[src/rtl/axil_pkg.sv]
`default_nettype none
// ============================================================================
// Module      : axil_pkg
// Description : Shared AXI4-Lite response codes and FSM state encodings for
//               the round-robin interconnect.
// Revision    : 1.0 - initial release
// ============================================================================
package axil_pkg;

  localparam logic [1:0] RESP_OKAY   = 2'b00;
  localparam logic [1:0] RESP_SLVERR = 2'b10;
  localparam logic [1:0] RESP_DECERR = 2'b11;

  typedef enum logic [1:0] {
    W_IDLE = 2'd0,
    W_ADDR = 2'd1,
    W_RESP = 2'd2
  } wstate_e;

  typedef enum logic [1:0] {
    R_IDLE = 2'd0,
    R_ADDR = 2'd1,
    R_DATA = 2'd2
  } rstate_e;

endpackage : axil_pkg
`default_nettype wire

[src/rtl/axil_rr_arbiter.sv]
`default_nettype none
// ============================================================================
// Module      : axil_rr_arbiter
// Description : Round-robin arbiter with grant lock. While unlocked the grant
//               is the first requester at or above the pointer (wrapping);
//               the first cycle with any request locks that winner until
//               'advance', which moves the pointer to winner+1 mod N.
// Ports       : ACLK/ARESET  clock, synchronous active-high reset
//               req          request vector
//               advance      end of locked transaction
//               grant_idx    current (or locked) winner
//               grant_valid  a winner exists (locked or any request)
// Revision    : 1.0 - initial release
// ============================================================================
module axil_rr_arbiter #(
  parameter  int N  = 2,
  localparam int IW = (N > 1) ? $clog2(N) : 1
) (
  input  logic          ACLK,
  input  logic          ARESET,
  input  logic [N-1:0]  req,
  input  logic          advance,
  output logic [IW-1:0] grant_idx,
  output logic          grant_valid
);

  logic [IW-1:0] ptr_q, ptr_d;
  logic [IW-1:0] lock_idx_q, lock_idx_d;
  logic          lock_q, lock_d;
  logic [IW-1:0] win;
  logic          found;

  // Scan N positions starting at the pointer, wrapping past N-1.
  always_comb begin
    win   = '0;
    found = 1'b0;
    for (int k = 0; k < N; k++) begin
      int idx;
      idx = int'(ptr_q) + k;
      if (idx >= N) idx = idx - N;
      if (!found && req[idx]) begin
        found = 1'b1;
        win   = IW'(idx);
      end
    end
  end

  assign grant_idx   = lock_q ? lock_idx_q : win;
  assign grant_valid = lock_q | found;

  always_comb begin
    ptr_d      = ptr_q;
    lock_d     = lock_q;
    lock_idx_d = lock_idx_q;
    if (lock_q && advance) begin
      lock_d = 1'b0;
      ptr_d  = (lock_idx_q == IW'(N - 1)) ? '0 : lock_idx_q + 1'b1;
    end else if (!lock_q && found) begin
      lock_d     = 1'b1;
      lock_idx_d = win;
    end
  end

  always_ff @(posedge ACLK) begin
    if (ARESET) begin
      ptr_q      <= '0;
      lock_q     <= 1'b0;
      lock_idx_q <= '0;
    end else begin
      ptr_q      <= ptr_d;
      lock_q     <= lock_d;
      lock_idx_q <= lock_idx_d;
    end
  end

endmodule : axil_rr_arbiter
`default_nettype wire

[src/rtl/axil_rr_interconnect.sv]
`default_nettype none
// ============================================================================
// Module      : axil_rr_interconnect
// Description : NM-master to NS-slave AXI4-Lite shared bus. Independent
//               read and write paths, each with a round-robin arbiter whose
//               grant is held for the whole transaction. Unmapped addresses
//               are answered internally with DECERR.
// Ports       : ACLK/ARESET  clock, synchronous active-high reset
//               M_*          NM flattened master-side AXI4-Lite channels
//               S_*          NS flattened slave-side AXI4-Lite channels
// Revision    : 1.0 - initial release
// ============================================================================
module axil_rr_interconnect
  import axil_pkg::*;
#(
  parameter int                           NM         = 2,
  parameter int                           NS         = 3,
  parameter int                           AXI_AWIDTH = 32,
  parameter int                           AXI_DWIDTH = 32,
  parameter logic [NS*AXI_AWIDTH-1:0]     S_BASE     = {32'hF0000000, 32'h40000000, 32'h00000000},
  parameter logic [NS*AXI_AWIDTH-1:0]     S_END      = {32'hF0000007, 32'h5FFFFFFF, 32'h3FFFFFFF},
  parameter logic [NS-1:0]                S_EN       = 3'b111
) (
  input  logic                         ACLK,
  input  logic                         ARESET,
  input  logic [NM*AXI_AWIDTH-1:0]     M_AWADDR,
  input  logic [NM*3-1:0]              M_AWPROT,
  input  logic [NM-1:0]                M_AWVALID,
  output logic [NM-1:0]                M_AWREADY,
  input  logic [NM*AXI_DWIDTH-1:0]     M_WDATA,
  input  logic [NM*AXI_DWIDTH/8-1:0]   M_WSTRB,
  input  logic [NM-1:0]                M_WVALID,
  output logic [NM-1:0]                M_WREADY,
  output logic [NM*2-1:0]              M_BRESP,
  output logic [NM-1:0]                M_BVALID,
  input  logic [NM-1:0]                M_BREADY,
  input  logic [NM*AXI_AWIDTH-1:0]     M_ARADDR,
  input  logic [NM*3-1:0]              M_ARPROT,
  input  logic [NM-1:0]                M_ARVALID,
  output logic [NM-1:0]                M_ARREADY,
  output logic [NM*AXI_DWIDTH-1:0]     M_RDATA,
  output logic [NM*2-1:0]              M_RRESP,
  output logic [NM-1:0]                M_RVALID,
  input  logic [NM-1:0]                M_RREADY,
  output logic [NS*AXI_AWIDTH-1:0]     S_AWADDR,
  output logic [NS*3-1:0]              S_AWPROT,
  output logic [NS-1:0]                S_AWVALID,
  input  logic [NS-1:0]                S_AWREADY,
  output logic [NS*AXI_DWIDTH-1:0]     S_WDATA,
  output logic [NS*AXI_DWIDTH/8-1:0]   S_WSTRB,
  output logic [NS-1:0]                S_WVALID,
  input  logic [NS-1:0]                S_WREADY,
  input  logic [NS*2-1:0]              S_BRESP,
  input  logic [NS-1:0]                S_BVALID,
  output logic [NS-1:0]                S_BREADY,
  output logic [NS*AXI_AWIDTH-1:0]     S_ARADDR,
  output logic [NS*3-1:0]              S_ARPROT,
  output logic [NS-1:0]                S_ARVALID,
  input  logic [NS-1:0]                S_ARREADY,
  input  logic [NS*AXI_DWIDTH-1:0]     S_RDATA,
  input  logic [NS*2-1:0]              S_RRESP,
  input  logic [NS-1:0]                S_RVALID,
  output logic [NS-1:0]                S_RREADY
);

  localparam int AW  = AXI_AWIDTH;
  localparam int DW  = AXI_DWIDTH;
  localparam int SB  = AXI_DWIDTH / 8;
  localparam int MIW = (NM > 1) ? $clog2(NM) : 1;
  localparam int SIW = (NS > 1) ? $clog2(NS) : 1;

  // Returns {miss, slave index}; the ascending scan makes the lowest index
  // win when ranges overlap.
  function automatic logic [SIW:0] decode(input logic [AW-1:0] addr);
    logic           hit;
    logic [SIW-1:0] idx;
    hit = 1'b0;
    idx = '0;
    for (int i = 0; i < NS; i++) begin
      if (!hit && S_EN[i] && addr >= S_BASE[i*AW +: AW] && addr <= S_END[i*AW +: AW]) begin
        hit = 1'b1;
        idx = SIW'(i);
      end
    end
    return {~hit, idx};
  endfunction

  // ---------------------------------------------------------------- write
  wstate_e        w_state_q, w_state_d;
  logic           aw_done_q, aw_done_d, w_done_q, w_done_d;
  logic           w_err_q, w_err_d;
  logic [SIW-1:0] w_slv_q, w_slv_d;
  logic [MIW-1:0] w_gnt;
  logic           w_gnt_valid, w_adv;
  logic           aw_rdy, wd_rdy, aw_hs, wd_hs, b_vld;
  int             w_gi, w_si;

  axil_rr_arbiter #(.N(NM)) u_warb (
    .ACLK(ACLK), .ARESET(ARESET), .req(M_AWVALID), .advance(w_adv),
    .grant_idx(w_gnt), .grant_valid(w_gnt_valid)
  );

  always_comb begin
    w_state_d = w_state_q;
    aw_done_d = aw_done_q;
    w_done_d  = w_done_q;
    w_err_d   = w_err_q;
    w_slv_d   = w_slv_q;
    w_adv     = 1'b0;
    aw_rdy    = 1'b0;
    wd_rdy    = 1'b0;
    aw_hs     = 1'b0;
    wd_hs     = 1'b0;
    b_vld     = 1'b0;
    w_gi      = int'(w_gnt);
    w_si      = int'(w_slv_q);
    M_AWREADY = '0;
    M_WREADY  = '0;
    M_BRESP   = '0;
    M_BVALID  = '0;
    S_AWADDR  = '0;
    S_AWPROT  = '0;
    S_AWVALID = '0;
    S_WDATA   = '0;
    S_WSTRB   = '0;
    S_WVALID  = '0;
    S_BREADY  = '0;
    // Outputs are forced quiet while ARESET is high, whatever state holds.
    if (!ARESET) begin
      case (w_state_q)
        W_IDLE: begin
          aw_done_d = 1'b0;
          w_done_d  = 1'b0;
          if (w_gnt_valid) begin
            {w_err_d, w_slv_d} = decode(M_AWADDR[w_gi*AW +: AW]);
            w_state_d = W_ADDR;
          end
        end
        W_ADDR: begin
          aw_rdy = w_err_q ? 1'b1 : S_AWREADY[w_si];
          wd_rdy = w_err_q ? 1'b1 : S_WREADY[w_si];
          if (!aw_done_q) begin
            M_AWREADY[w_gi] = aw_rdy;
            aw_hs           = M_AWVALID[w_gi] & aw_rdy;
            if (!w_err_q) begin
              S_AWVALID[w_si]            = M_AWVALID[w_gi];
              S_AWADDR[w_si*AW +: AW]    = M_AWADDR[w_gi*AW +: AW];
              S_AWPROT[w_si*3 +: 3]      = M_AWPROT[w_gi*3 +: 3];
            end
          end
          if (!w_done_q) begin
            M_WREADY[w_gi] = wd_rdy;
            wd_hs          = M_WVALID[w_gi] & wd_rdy;
            if (!w_err_q) begin
              S_WVALID[w_si]             = M_WVALID[w_gi];
              S_WDATA[w_si*DW +: DW]     = M_WDATA[w_gi*DW +: DW];
              S_WSTRB[w_si*SB +: SB]     = M_WSTRB[w_gi*SB +: SB];
            end
          end
          aw_done_d = aw_done_q | aw_hs;
          w_done_d  = w_done_q | wd_hs;
          if (aw_done_d && w_done_d) w_state_d = W_RESP;
        end
        W_RESP: begin
          if (w_err_q) begin
            b_vld                  = 1'b1;
            M_BRESP[w_gi*2 +: 2]   = RESP_DECERR;
          end else begin
            b_vld                  = S_BVALID[w_si];
            M_BRESP[w_gi*2 +: 2]   = S_BRESP[w_si*2 +: 2];
            S_BREADY[w_si]         = M_BREADY[w_gi];
          end
          M_BVALID[w_gi] = b_vld;
          if (b_vld && M_BREADY[w_gi]) begin
            w_adv     = 1'b1;
            w_state_d = W_IDLE;
          end
        end
        default: w_state_d = W_IDLE;
      endcase
    end
  end

  always_ff @(posedge ACLK) begin
    if (ARESET) begin
      w_state_q <= W_IDLE;
      aw_done_q <= 1'b0;
      w_done_q  <= 1'b0;
      w_err_q   <= 1'b0;
      w_slv_q   <= '0;
    end else begin
      w_state_q <= w_state_d;
      aw_done_q <= aw_done_d;
      w_done_q  <= w_done_d;
      w_err_q   <= w_err_d;
      w_slv_q   <= w_slv_d;
    end
  end

  // ----------------------------------------------------------------- read
  rstate_e        r_state_q, r_state_d;
  logic           r_err_q, r_err_d;
  logic [SIW-1:0] r_slv_q, r_slv_d;
  logic [MIW-1:0] r_gnt;
  logic           r_gnt_valid, r_adv;
  logic           ar_rdy, r_vld;
  int             r_gi, r_si;

  axil_rr_arbiter #(.N(NM)) u_rarb (
    .ACLK(ACLK), .ARESET(ARESET), .req(M_ARVALID), .advance(r_adv),
    .grant_idx(r_gnt), .grant_valid(r_gnt_valid)
  );

  always_comb begin
    r_state_d = r_state_q;
    r_err_d   = r_err_q;
    r_slv_d   = r_slv_q;
    r_adv     = 1'b0;
    ar_rdy    = 1'b0;
    r_vld     = 1'b0;
    r_gi      = int'(r_gnt);
    r_si      = int'(r_slv_q);
    M_ARREADY = '0;
    M_RDATA   = '0;
    M_RRESP   = '0;
    M_RVALID  = '0;
    S_ARADDR  = '0;
    S_ARPROT  = '0;
    S_ARVALID = '0;
    S_RREADY  = '0;
    if (!ARESET) begin
      case (r_state_q)
        R_IDLE: begin
          if (r_gnt_valid) begin
            {r_err_d, r_slv_d} = decode(M_ARADDR[r_gi*AW +: AW]);
            r_state_d = R_ADDR;
          end
        end
        R_ADDR: begin
          ar_rdy          = r_err_q ? 1'b1 : S_ARREADY[r_si];
          M_ARREADY[r_gi] = ar_rdy;
          if (!r_err_q) begin
            S_ARVALID[r_si]          = M_ARVALID[r_gi];
            S_ARADDR[r_si*AW +: AW]  = M_ARADDR[r_gi*AW +: AW];
            S_ARPROT[r_si*3 +: 3]    = M_ARPROT[r_gi*3 +: 3];
          end
          if (M_ARVALID[r_gi] && ar_rdy) r_state_d = R_DATA;
        end
        R_DATA: begin
          if (r_err_q) begin
            r_vld                 = 1'b1;
            M_RRESP[r_gi*2 +: 2]  = RESP_DECERR;
          end else begin
            r_vld                  = S_RVALID[r_si];
            M_RDATA[r_gi*DW +: DW] = S_RDATA[r_si*DW +: DW];
            M_RRESP[r_gi*2 +: 2]   = S_RRESP[r_si*2 +: 2];
            S_RREADY[r_si]         = M_RREADY[r_gi];
          end
          M_RVALID[r_gi] = r_vld;
          if (r_vld && M_RREADY[r_gi]) begin
            r_adv     = 1'b1;
            r_state_d = R_IDLE;
          end
        end
        default: r_state_d = R_IDLE;
      endcase
    end
  end

  always_ff @(posedge ACLK) begin
    if (ARESET) begin
      r_state_q <= R_IDLE;
      r_err_q   <= 1'b0;
      r_slv_q   <= '0;
    end else begin
      r_state_q <= r_state_d;
      r_err_q   <= r_err_d;
      r_slv_q   <= r_slv_d;
    end
  end

endmodule : axil_rr_interconnect
`default_nettype wire
[config.mk]
export PLATFORM = sky130hd
export DESIGN_NAME = axil_rr_interconnect
export DESIGN_NICKNAME = d
export VERILOG_FILES = /design/src/rtl/axil_pkg.sv /design/src/rtl/axil_rr_arbiter.sv /design/src/rtl/axil_rr_interconnect.sv
export SDC_FILE = /design/constraint.sdc
export NUM_CORES = 1
export LEC_CHECK = 0
export CORE_AREA = 2 2 299 301
export DETAILED_ROUTE_END_ITERATION = 10
export DIE_AREA = 0 0 301 303
export PLACE_DENSITY = 0.38
export SYNTH_ARGS = -nofsm -noshare
export SYNTH_HDL_FRONTEND = slang
export SYNTH_SLANG_ARGS = --single-unit
[constraint.sdc]
create_clock -name ACLK -period 6.09 [get_ports ACLK]
set_input_delay 0.609 -clock ACLK [delete_from_list [all_inputs] [get_ports ACLK]]
set_output_delay 0.609 -clock ACLK [all_outputs]
set_load 0.01 [all_outputs]
# Word level (Yosys, flattened, before mapping)
# Index checks and enable logic that the tools add are counted.
[word_totals]
output_inout_bits = 415
reg_bits = 18
[op_classes]
n_mux = 175
order_cmp = 28
reduce_logical = 43
bitwise = 31
eq_ne = 10
n_mul = 4
n_shift = 28
n_addsub = 16
[op_table]
columns = ["op", "n"]
rows = [
  ["$mux 96", 11],
  ["$and 96x96->96", 3],
  ["$shiftx 32x33->96", 3],
  ["$mux 64", 3],
  ["$shift 32x33->96 const A", 2],
  ["$shiftx 64x7->32", 3],
  ["$lt 32x3->1 const B", 4],
  ["$mux 32", 4],
  ["$neg 4->33", 3],
  ["$shiftx 96x8->32", 1],
  ["$mux 1", 90],
  ["$neg 2->33", 2],
  ["$neg 7->33", 2],
  ["$shift 2x33->4 const A", 2],
  ["$shift 3x33->9 const A", 2],
  ["$shiftx 2x33->4", 2],
  ["$shiftx 2x33->4 const A", 2],
  ["$shiftx 3x33->9", 2],
  ["$and 64x64->64", 1],
  ["$ge 32x1->1 const B", 2],
  ["$ge 32x3->1 const B", 2],
  ["$ge 32x31->1 const B", 2],
  ["$ge 32x32->1 const B", 2],
  ["$le 32x30->1 const B", 2],
  ["50 further kinds", 183],
]

# Depth between registers and ports, before layout
[logic_depth]
depth_word = 32
mapped_depth = 9
depth_no_buf = 6

# Hierarchy
# A second synthesis with hierarchy kept.
[unflattened]
hier_cells = 904
hier_area_um2 = 5376.4
[modules_own_cells]
columns = ["module", "area_per_inst_um2", "seq_area_each_um2", "cells_each", "instances"]
rows = [
  ["axil_rr_interconnect", 5113.7, 240.2, 872, 1],
  ["axil_rr_arbiter", 131.4, 60.1, 16, 2],
]

# Worst setup path after synthesis
# No wires, ideal clock.
[synth_timing]
path_kind = "flip-flop to output port"
start = "reg r_slv_q[0]"
end = "out S_ARADDR[33]"
required_ps = 5481
n_path_buf = 4
stages_incl_launch_ff = 10
arrival_time_ps = 2135
slack_ps = 3346
path_cell_list = "dfxtp_1 -> buf_2 -> buf_2 -> buf_2 -> inv_1 -> ha_1 -> nor2b_1 -> nand4_1 -> clkbuf_1 -> nor2_1"
[synth_via]
elab_chain_cells = 6
[synth_rtl]
columns = ["item", "line_no", "rtl"]
rows = [
  ["from (decl)", "axil_rr_interconnect.sv:203", "logic [SIW-1:0] r_slv_q, r_slv_d;"],
  ["from (signal assigned)", "axil_rr_interconnect.sv:278", "r_slv_q <= r_slv_d;"],
  ["$neg 7->33 *", "axil_rr_interconnect.sv:244", "S_ARADDR[r_si*AW +: AW] = M_ARADDR[r_gi*AW +: AW];"],
  ["$shiftx 32x33->96 / $shift 32x33->96 (equally long branches)", "axil_rr_interconnect.sv:244", ""],
  ["$and 96x96->96 (no line) *", "--", ""],
  ["$mux 96 *", "axil_rr_interconnect.sv:242", "if (!r_err_q) begin"],
  ["$mux 96 *", "axil_rr_interconnect.sv:232", "case (r_state_q)"],
  ["$mux 96 *", "axil_rr_interconnect.sv:231", "if (!ARESET) begin"],
  ["to (decl)", "axil_rr_interconnect.sv:56", "output logic [NS*AXI_AWIDTH-1:0] S_ARADDR,"],
]
# Mark *: on every way between the ends. The rest lies on a longest branch, timed or not.

# Worst setup path in the final report
[layout_timing]
start = "in ARESET"
end = "out S_AWADDR[29]"
[layout_via]
elab_chain_cells = 1
[layout_rtl]
columns = ["item", "line_no", "rtl"]
rows = [
  ["from (decl)", "axil_rr_interconnect.sv:25", "input logic ARESET,"],
  ["$mux 96", "axil_rr_interconnect.sv:129", "if (!ARESET) begin"],
  ["to (decl)", "axil_rr_interconnect.sv:45", "output logic [NS*AXI_AWIDTH-1:0] S_AWADDR,"],
]
# Every way passes these cells.

==> run summary <==
The run finished with clean final reports. The maximum single-stage delay on the critical path came out at 0.86 ns. The number of global-route vias before repair was 9431. Walking the worst path, the cells encountered are clkdlybuf4s50_1 -> buf_4 -> nor3_1 -> nand2_1 -> buf_4 -> nor2_1 -> clkdlybuf4s50_1.

The die covers 0.0912 sq mm. The tools report the count of cells resized by post-cts repair as 0. The tools report the largest net degree at the start of global routing as 42.

The primary flip-flop cell chosen by synthesis mapping was dfxtp_1. In the finished design, the share of the clock period the worst path needs comes to 73.5%. The clock-pin slew of the registers on the worst-case setup and hold paths is 0.06 ns, and the net count reported at finish is 1990. IR analysis of the VDD net gives a maximum drop of 0.0704 mV. The logs give 0 for the leftover overflow at the end of global routing and 7 for the initial antenna violation count. Synthesis instantiated 57 different standard cells from the library. The clock network is responsible for 13.6% of the overall power. In this run the mean area of a mapped cell was 5.88 sq um. Of all flip-flops after synthesis, the portion carrying an async set or reset was 0%. The first routing iteration left 483 violations. The transition time of the tightest slew-check pin came out at 0.979 ns. The floorplan has 109 rows. The core region is 0.0880 sq mm.

After detailed routing, the average wire length per cell comes to 19.0 um. During placement, the flow inserted port buffers numbering 761. The number of H-tree levels is 1.

The post-CTS setup buffer count was 0. At the end of routability-driven placement, the weighted congestion stood at 0.875. Dividing the detail-routed via count by the number of cells gives 3.33. The number of vias after detailed routing was 9333.

On the final layout, the worst clock skew is 0.00225 ns. The logs give 362 sq um for the area used by sequential logic in the layout and 12.6% for the share of total power in sequential cells. STA classifies the critical path endpoint as an output port. 762 I/O pins were placed. The pre-antenna-repair detailed-routing pass consisted of 5 iterations. Summed over all layers, the routed wires come to 53.3 mm.

Along the worst path, the maximum fanout reaches 13. In this run the remaining antenna-violating nets after routing total 0. Synthesis produced a netlist whose cell count is 914. Summed over all nets, the switching power comes to 0.000525 W. Synthesis produced a netlist with a net count of 1269. The number of pins with negative max-slew slack in the final report came out at 0. The flip-flop and latch count after synthesis works out to 18. After synthesis, flip-flops and latches occupy 6.70% of the total area.

The top achievable clock speed was 223 MHz. The logs give 0 ns for the setup TNS after final layout and 0.00464 sq mm for the area of the multi-input gates. Path type of the worst setup path: in2out. Yosys mapped a number of flops with a built-in enable equal to 0. Max-cap violations in this run came to 0.

TritonCTS sink count: 18. Relative to the synthesized area, the layout overhead comes to 168%. After detailed placement, the design holds a cell count of 2795.

The class of the most critical hold timing path was reg2reg. The floorplan step set the die width to 301 um. Clock latency on the worst-skew pair, taken at its later pin, is 0.27 ns. The final HPWL from detailed placement came out at 47.0 mm. The cell area that synthesis handed to floorplanning was 0.00538 sq mm. Counting along the longest clock path gives a buffer depth of 2. After detailed routing, the number of remaining DRC violations is 0. In the global route stage, overall resource usage came out at 10.7%. Internal power comes to 0.000665 W. Cells with a size suffix above 1 make up 3.30% of the layout. Buffers inserted to repair hold after CTS numbered 0. The first global-routing pass estimated 70.5 mm of wire. The slowest cell on the critical path was clkdlybuf4s50_1. After filler insertion, the fill cell instance count of the layout stands at 10000. Headroom to the max-slew limit came out at 32.8%.

TritonCTS built the clock tree. For the final core utilization, the log shows 16.4%. The root buffer cell chosen for the clock tree is clkbuf_16. The worst setup path is launched from a primary input. For this run, the number of Yosys warnings is 0. The total power divided by cell area works out to 82.8 mW/mm^2. The leakage power summed over all cells came out at 4.79 nW.

In this run switching power makes up 44.1% of total power. In this run, the combinational gates consume 73.8% of the power. The final instance count without filler cells was 2802; the number of buffers created by CTS was 3.

Data on the critical path is required at its endpoint by 5.48 ns. Number of hold violations in the final report: 0. Setup violations remaining at the end of the flow were counted as 0. The overall die height works out to 303 um.

The clock period minus worst slack came out at 4.48 ns. The data arrival time of the critical path was 3.87 ns. Initial standard-cell utilization of the core: 6.11%.

Setup repair after global routing left no endpoint under its margin.
-- power by group through the flow --
| stage | Clock (W) | Sequential [W] | Combinational [W] |
|---|---|---|---|
| floorplan | 0 | 0.000140 | 0.000354 |
| global placement | 0 | 0.000153 | 0.000886 |
| detailed placement | 0 | 0.000153 | 0.000887 |
| CTS | 0.000171 | 0.000150 | 0.000891 |
| global route | 0.000175 | 0.000152 | 0.000941 |
| finish | 0.000162 | 0.000151 | 0.000878 |
-- worst max-delay path: cells and delay by family --
kind	cells	cell delay, ns
buffers and inverters	4	2.27
and+or+nand+nor	3	0.94
-- synthesized netlist by cell type (all sizes together), types with 2 or more instances --
master   number  area [sq um]
a211oi        2          15.0
a21oi        44           220
a221oi        6          58.8
a31oi         2          12.5
and2          6          37.5
buf          40           254
clkbuf       27           101
dfxtp        18           360
ha            8           100
inv           9          33.8
mux2          9           101
mux2i       148          1480
nand2        36           140
nand2b        3          18.8
nand3         9          45.0
nand4         5          61.3
nand4b        2          17.5
nor2        459          1750
nor2b         5          31.3
nor3         16          80.1
nor3b         3          27.5
nor4         20           125
nor4bb        4          40.0
o2111ai       2          17.5
o21ai         7          35.0
o31ai         2          28.8
or2           2          12.5
or3           3          18.8
or3b          2          20.0
-- layout by cell type (no fill, tap or decap), types with 2 or more instances in the layout --
cell             instances
o21ai_0                  6
nor3b_1                  2
dfxtp_1                 17
a31oi_1                  2
inv_1                    9
nor4bb_1                 4
nand2_2                  2
nand4_1                  3
a221oi_1                 5
diode_2                  3
nor2_2                   6
and2_1                   6
or3_1                    3
clkdlybuf4s50_1        761
nand3_1                  9
nor4_1                  20
nor3_1                  16
nand4_4                  2
buf_4                   21
a211oi_1                 2
nor2_1                 451
nand2_1                 34
nor2b_1                  4
mux2i_1                148
o2111ai_1                2
clkbuf_16                3
nand4b_1                 2
a21oi_1                 44
nand2b_1                 3
nor2_4                   2
ha_1                     8
mux2_2                   8
-- state kept, by name (all words and copies together) (netlist names) --
register,count
w_done_q,1
r_slv_q,2
aw_done_q,1
u_rarb.lock_q,1
r_state_q,2
u_warb.lock_idx_q,1
w_err_q,1
r_err_q,1
u_rarb.lock_idx_q,1
u_warb.lock_q,1
u_warb.ptr_q,1
w_slv_q,2
w_state_q,2
u_rarb.ptr_q,1
-- kinds of logic after synthesis --
family                     after synthesis  synth area share (%)
adders and majority gates                8                  1.86
DFF                                     18                  6.70
muxes                                  157                  29.4
and+or+nand+nor                        578                  45.6
AOI/OAI and AO/OA                       77                  9.21
buffers and inverters                   76                  7.24
-- routing by layer --
layer / vias up / part of all wire (%) / global-route usage (%) / routed length, um
li1: 4506 / - / - / -
met1: 4327 / 41 / 13.2 / 22100
met2: 461 / 50 / 19.0 / 26400
met3: 33 / 7.5 / 2.66 / 4010
met4: 6 / 1.5 / 2.04 / 774
met5: - / 0.066 / 0 / 35
-- layout make-up --
| class | instances | area share, % |
|---|---|---|
| inverter | 9 | 0.235 |
| tap | 1165 | 10.1 |
| multi-input combinational | 820 | 32.3 |
| clock buffer | 4 | 0.617 |
| timing repair buffer | 783 | 54.2 |
| sequential | 18 | 2.51 |
| antenna | 3 | 0.0522 |
-- final timing paths --
path	from	to	slack, ns	cells after the start
worst max register to register	u_warb.lock_q	w_slv_q[0]	3.34	5
worst min register to register	u_warb.ptr_q	u_warb.ptr_q	0.46	2
worst min-delay path	u_warb.ptr_q	u_warb.ptr_q	0.46	2
worst max-delay path	ARESET	S_AWADDR[29]	1.61	7
-- through the flow --
step	area (sq um)	total power, W	worst slack, ns	hold slack, ns
final	14400	0.00119	1.61	0.463
after global routing	14400	0.00127	1.21	0.491
after CTS	14400	0.00121	1.34	0.464
after detailed placement	14300	0.00104	1.34	0.451
after global placement	14300	0.00104	1.42	0.457
after floorplan	5380	0.000494	3.35	0.435
No activity file was read; power rests on OpenSTA's default activity.
